`config.mk`:
```
export PLATFORM = sky130hd
export DESIGN_NAME = line_writeback_buffer
export DESIGN_NICKNAME = d
export VERILOG_FILES = /design/src/rtl/line_writeback_buffer.sv
export SDC_FILE = /design/constraint.sdc
export NUM_CORES = 1
export LEC_CHECK = 0
export ABC_AREA = 0
export BUFFER_PORTS_ARGS = -buffer_cell sky130_fd_sc_hd__buf_4
export CORE_MARGIN = 1
export CORE_UTILIZATION = 55
export DETAILED_ROUTE_END_ITERATION = 16
export PLACE_DENSITY_LB_ADDON = 0.05
export SYNTH_ARGS = -nofsm -noshare
export SYNTH_HDL_FRONTEND = slang
export SYNTH_SLANG_ARGS = --single-unit
export TNS_END_PERCENT = 1
```
`constraint.sdc`:
```
create_clock -name clk -period 3.1 [get_ports clk]
set_clock_uncertainty 0.05 [all_clocks]
set_input_delay 0.31 -clock clk [delete_from_list [all_inputs] [get_ports clk]]
set_output_delay 0.31 -clock clk [all_outputs]
set_load 0.005 [all_outputs]
```
`src/rtl/line_writeback_buffer.sv`:
```
// Writes one captured 256-bit victim line to memory as a single 8-beat AXI4 INCR write burst.
// Optional feature: define WB_BRESP_CHECK_EN to raise a sticky err on a non-OKAY bresp.
//
// state | meaning
// IDLE  | buffer free, req_ready high, waiting for an eviction
// SEND  | AW and W channels active; the two complete independently
// RESP  | waiting for the B handshake
module line_writeback_buffer #(
  parameter int ID_WIDTH = 4,
  parameter int WB_ID    = 1,
  parameter int BEATS    = 8
) (
  input  logic                  clk,
  input  logic                  rst,
  input  logic                  req_valid,
  output logic                  req_ready,
  input  logic [31:0]           req_addr,
  input  logic [BEATS*32-1:0]   req_line,
  output logic                  busy,
  output logic                  done,
  output logic                  err,
  output logic [ID_WIDTH-1:0]   awid,
  output logic [31:0]           awaddr,
  output logic [7:0]            awlen,
  output logic [2:0]            awsize,
  output logic [1:0]            awburst,
  output logic                  awvalid,
  input  logic                  awready,
  output logic [31:0]           wdata,
  output logic [3:0]            wstrb,
  output logic                  wlast,
  output logic                  wvalid,
  input  logic                  wready,
  input  logic [ID_WIDTH-1:0]   bid,
  input  logic [1:0]            bresp,
  input  logic                  bvalid,
  output logic                  bready
);

  localparam int CNT_W = $clog2(BEATS);
  localparam logic [CNT_W-1:0] LAST_CNT = CNT_W'(BEATS - 1);

  typedef enum logic [1:0] {
    IDLE = 2'd0,
    SEND = 2'd1,
    RESP = 2'd2
  } state_e;

  state_e              state_q, state_d;
  logic [BEATS*32-1:0] line_q, line_d;
  logic [26:0]         addr_q, addr_d;
  logic [CNT_W-1:0]    cnt_q, cnt_d;
  logic                aw_done_q, aw_done_d;
  logic                w_done_q, w_done_d;
  logic                err_q, err_d;

  logic aw_hs;
  logic w_hs;
  logic w_last_hs;
  logic b_hs;

  // bid is never checked and the low address bits are dropped by line alignment.
  logic unused_inputs;
  assign unused_inputs = ^{bid, req_addr[4:0]};

  assign req_ready = (state_q == IDLE);
  assign busy      = (state_q != IDLE);
  assign bready    = (state_q == RESP);

  assign awvalid = (state_q == SEND) && !aw_done_q;
  assign awid    = ID_WIDTH'(WB_ID);
  assign awaddr  = {addr_q, 5'b00000};
  assign awlen   = 8'(BEATS - 1);
  assign awsize  = 3'b010;
  assign awburst = 2'b01;

  assign wvalid = (state_q == SEND) && !w_done_q;
  assign wdata  = line_q[cnt_q*32 +: 32];
  assign wstrb  = 4'hF;
  assign wlast  = wvalid && (cnt_q == LAST_CNT);

  assign aw_hs     = awvalid && awready;
  assign w_hs      = wvalid && wready;
  assign w_last_hs = w_hs && wlast;
  assign b_hs      = bvalid && bready;

  assign done = b_hs;
  assign err  = err_q;

`ifndef WB_BRESP_CHECK_EN
  logic unused_bresp;
  assign unused_bresp = ^bresp;
`endif

  always_comb begin
    state_d   = state_q;
    line_d    = line_q;
    addr_d    = addr_q;
    cnt_d     = cnt_q;
    aw_done_d = aw_done_q;
    w_done_d  = w_done_q;
    err_d     = err_q;

    unique case (state_q)
      IDLE: begin
        if (req_valid) begin
          line_d  = req_line;
          addr_d  = req_addr[31:5];
          state_d = SEND;
        end
      end

      SEND: begin
        if (aw_hs) aw_done_d = 1'b1;
        // The counter parks on the last beat; it is cleared when the burst retires.
        if (w_hs) begin
          if (cnt_q == LAST_CNT) w_done_d = 1'b1;
          else                   cnt_d    = cnt_q + CNT_W'(1);
        end
        if ((aw_done_q || aw_hs) && (w_done_q || w_last_hs)) state_d = RESP;
      end

      RESP: begin
        if (bvalid) begin
          state_d   = IDLE;
          cnt_d     = '0;
          aw_done_d = 1'b0;
          w_done_d  = 1'b0;
`ifdef WB_BRESP_CHECK_EN
          if (bresp != 2'b00) err_d = 1'b1;
`endif
        end
      end

      default: state_d = IDLE;
    endcase
  end

  always_ff @(posedge clk) begin
    if (rst) begin
      state_q   <= IDLE;
      line_q    <= '0;
      addr_q    <= '0;
      cnt_q     <= '0;
      aw_done_q <= 1'b0;
      w_done_q  <= 1'b0;
      err_q     <= 1'b0;
    end else begin
      state_q   <= state_d;
      line_q    <= line_d;
      addr_q    <= addr_d;
      cnt_q     <= cnt_d;
      aw_done_q <= aw_done_d;
      w_done_q  <= w_done_d;
      err_q     <= err_d;
    end
  end

endmodule

```
Word level (Yosys, flattened, before mapping)
Cells that the tools add are included.
- register bits: 290
- output and inout port bits: 93
- word-level logic and storage cells: 52
- add/sub/neg operators: 1
- eq/ne operators: 10
- shift-type cells: 1
- mux-type cells: 14
- reduce and logical (&&, ||, !) cells: 20
- operators by type and width (kind ; count):
    indexed part select 256 x 9 -> 32 bit ; 1
    != test 2 bit (second input constant) ; 5
    2-to-1 mux 3 bit ; 3
    logical AND 1 bit ; 8
    AND reduction 4 bit ; 2
    2-to-1 mux 2 bit ; 3
    one-hot mux 2 bit (3 select lines) ; 1
    one-hot mux 3 bit (2 select lines) ; 1
    AND reduction 3 bit ; 2
    2-to-1 mux 1 bit ; 4
    != test 2 x 1 -> 1 bit (second input constant) ; 2
    one-hot mux 1 bit (2 select lines) ; 2
    nonzero test 2 bit ; 2
    adder 3 x 1 -> 3 bit (second input constant) ; 1
    equality test 3 bit (second input constant) ; 1
    equality test 2 x 1 -> 1 bit (second input constant) ; 1
    equality test 2 bit (second input constant) ; 1
    zero test 1 bit ; 2
    zero test 2 bit ; 1
    logical OR 1 bit ; 2
    AND reduction 2 bit ; 1

Logic depth before layout (Yosys ltp)
- depth in word-level cells: 8
- gate-level depth with buffers: 7
- gate-level depth less buffers: 5

Least setup slack after synthesis
Ideal clock, no wire load.
- path kind: register -> output
- from: register cnt_q[0]
- to: output port wdata[26]
- arrival time: 1487 ps
- data required time: 2740 ps
- slack: 1253 ps
- stages on the path, launching flop included: 5
- path buffers: 2
- cell sequence: dfxtp_1 buf_6 buf_8 mux4_1 mux2_2
- word-level cells in the longest chain between the ends: 1
- RTL lines (item ; line ; text):
    start: declaration ; 52 ; logic [CNT_W-1:0] cnt_q, cnt_d;
    start signal: assignment ; 152 ; cnt_q <= cnt_d;
    indexed part select 256 x 9 -> 32 bit ; 78 ; assign wdata = line_q[cnt_q*32 +: 32];
    end: declaration ; 29 ; output logic [31:0] wdata,
Every way passes these cells.

Worst setup path in the final report
- from: register cnt_q[0]
- to: output port wdata[19]
Same word-level chain as after synthesis.

==> parameters.txt <==
Parameter                              Value

Drt
  Per-cell routed wire length ... 18.50 um
  Vias ... ~13k
  Number of design-rule violations left by the first detailed-router iteration ... 762
  Via count normalized by instance count ... approximately 5.5
  Total wirelength of the detailed-routed design ... 42450 um
  Initial DRT Pass Iterations ... 5
  DRC violations left ... 0
  Number of antenna-violating nets in the routed design ... 0

Setup path
  Crit. End Element ... output port
  Peak per-stage delay on the critical path ... 630 ps
  Worst EP arrival ... 2490 ps
  CP Launch Point ... cnt_q[0]$_SDFFE_PP0P_
  R2r endpoint ... line_q[157]$_SDFFE_PP0P_
  Crit path buf inv count ... 2
  Cell with the largest stage delay on the worst path ... sky130_fd_sc_hd__dfxtp_4
  Worst R2R Setup Slack ... 1000 ps
  Number of cells on the worst reg-to-reg path ... 4
  Max Fanout on Critical Path ... 19
  Sort of element at the start of the critical path ... flip-flop
  Critical R2R Launch ... state_q[1]$_SDFFE_PP0P_
  Data required time of the critical path ... 2740 ps
  Path type of the worst setup path ... flip-flop to output port
  Cell Chain, Critical Path ... buf_12 > mux4_2 > mux2_2 > buf_4
  Cell class contributing the biggest share of worst-path delay ... multiplexers

Synthesis
  Yosys top cell area share ... 47.06%
  Ys flop type ... sky130_fd_sc_hd__dfxtp_1
  Fraction of the yosys area taken by sequential cells ... 47.06%
  Yosys warning total ... 0
  Mean instance size in the synthesized netlist ... around 8.7 um^2
  Number of enable flip-flop cells after synthesis ... 0
  Top cells by area in the synthesized netlist ... sky130_fd_sc_hd__dfxtp_1 (47%), sky130_fd_sc_hd__nand2_1 (17%), sky130_fd_sc_hd__a21oi_1 (12%)
  Number of synthesized register bits ... 290
  Number of distinct library cells after synthesis ... 32
  Async set-reset flop share out of synthesis ... 0%
  Post-synth top area cell ... sky130_fd_sc_hd__dfxtp_1
  Most instantiated library cell after synthesis ... sky130_fd_sc_hd__nand2_1
  Post-synth top cells ... sky130_fd_sc_hd__nand2_1 (566), sky130_fd_sc_hd__dfxtp_1 (290), sky130_fd_sc_hd__a21oi_1 (288)
  Synthesized instance count ... ~1.4k
  Post-synth design cell area ... 0.01234 mm^2

Floorplan
  Total core area ... 0.02189 mm^2
  Initial cell density of the core ... 56.36%
  Row Count ... 54
  Vertical die dimension ... 151.8 um
  I/O pin cnt ... 393
  Die area ... roughly 0.023 mm^2
  Die width ... between 150 and 200 um

Global routing
  Via count of the first global-routing pass ... 12.79k
  Total global routing track utilization ... 35.54%
  Wire length of the first global-routing pass ... around 63000 um
  Antenna violations before repair ... 8
  Overall overflow remaining after global route ... 0
  Maximum number of pins on one net before global-route repair ... 143

Clock network
  Number of CTS-inserted buffers ... 30
  Clk Latency, worst-skew pair ... 530 ps
  Sink Count ... 290
  CTS max path bufs ... 3
  Clock H-tree levels ... 1
  PostCTS Resize Cnt ... 0
  Clock root buffer master ... sky130_fd_sc_hd__clkbuf_16
  Clock-pin slew of the registers on the worst-case setup and hold paths ... approximately 60 ps
  CTS tree ... done

Place
  Detailed placement HPWL ... 22800 um
  Placement Setup Slack ... around 580 ps
  Count of buffers from port buffering ... 354
  Final weighted congestion of routability-driven global placement ... 0.8049

Timing
  Setup Total Neg Slack ... 0 ps
  Number of setup violations in the final report ... 0
  Crit path setup slack, layout ... 252.8 ps
  Final count of hold timing violations ... 0
  Fin crit share ... between 90% and 100%
  FMAX ... 351.2 MHz
  Max-Slew Margin vs Limit ... 48.16%
  Clock period minus worst slack ... 2847 ps
  Setup repair after global routing missed its margin ... false
  Max-slew violation total from the final report ... 0
  Worst-Margin Slew ... slightly below 800 ps

Finish
  Fraction of layout instances using a drive strength above 1 ... 25.77%
  Nets@finish ... roughly 2.3k
  Number of inserted filler cells in the final layout ... around 1.2k
  Layout-stage area growth over the synthesis result ... 51.08%

Worst hold path
  Hold path startpoint ... req_line[164]
  Depth of the worst hold-timing path ... 3
  HP Class ... input port to flip-flop
  Destination of the worst hold path ... line_q[164]$_SDFFE_PP0P_

Run
  Max cap viols ... 0

Power and ir drop
  PwrDens ... approximately 490 mW/mm^2
  Worst ir drop on vdd ... 474.3 uV
  Static leakage ... 7.744 nW

Status
  Run status ... finished, final reports clean
-- flip-flops by register name (all words and copies together), names as in the netlist --
name,flops
aw_done_q,1
state_q,2
line_q,256
cnt_q,3
w_done_q,1
addr_q,27
-- final cells by class --
class / instances / area (um^2) / area share, %
Sequential cell: 290 / 5814 / 31.19
Multi-Input combinational cell: 1008 / 5713 / 30.65
Timing Repair Buffer: 650 / 5704 / 30.60
Clock buffer: 49 / 943.4 / 5.061
Tap cell: 280 / 350.3 / 1.880
Clock inverter: 6 / 80.08 / 0.4296
Antenna cell: 9 / 22.52 / 0.1208
Inverter: 3 / 11.26 / 0.06041
-- routing by layer --
layer | routed length (um) | share of wire, % | global-route usage [%]
met4 | 2391 | 5.6 | 20.05
met1 | 14980 | 35 | 37.52
met2 | 22060 | 52 | 65.34
met5 | 13 | 0.031 | 0
met3 | 3000 | 7.1 | 7.275
-- how the worst max path moves through the flow --
stage	to	depth (start not counted)
floorplan	wdata[26]	4
CTS	wdata[14]	4
finish	wdata[19]	4
global route	wdata[19]	4
global placement	wdata[14]	4
detailed placement	wdata[1]	4
-- cell usage in the layout, fill, tap and decap left out, drive strengths merged, types with 3 or more instances in the layout --
master,count
nand2,566
buf,372
dfxtp,290
a21oi,288
dlygate4sd3,277
mux4,64
clkbuf,50
mux2,32
conb,27
diode,9
nor2,6
clkinv,4
o211ai,3
inv,3
-- worst register-to-register path: cells and delay by family, from the launching register on --
| family | cells | cell delay (ps) |
|---|---|---|
| AND/OR/NAND/NOR | 2 | 760 |
| flip-flops | 1 | 530 |
| buffers and inverters | 1 | 410 |
| AO/OA/AOI/OAI | 1 | 240 |
-- logic make-up after synthesis --
group | share of synthesized area, %
adders and majority gates | 0.2028
other | 0.06087
AOI/OAI and AO/OA | 12.21
DFF | 47.06
muxes | 14.80
buffers and inverters | 7.464
and+or+nand+nor | 18.20
-- power breakdown --
group / internal (mW) / total [mW] / switching, mW
combinational: 0.814 / 1.46 / 0.643
sequential: 3.94 / 4.07 / 0.131
clock: 2.23 / 3.68 / 1.45
total: 6.98 / 9.20 / 2.22
-- per-stage QoR --
stage	area [um^2]	util, %	cells	hold slack, ps	total power, mW
after floorplan	12430	-	1443	381.5	4.763
after global placement	14800	67.61	1953	387.4	5.209
after detailed placement	14800	67.61	1953	393.1	5.238
after CTS	18600	84.95	2285	1.483	9.146
after global routing	18630	85.12	2293	4.023	9.527
final	18640	85.15	2295	11.75	9.203
-- timing repair --
action	4_1_cts	5_1_grt
hold buffers	277	0
setup endpoints to repair	0	23
buffers inserted	0	1
endpoints found under the hold margin	277	0
Power figures use the tool's default switching activity.
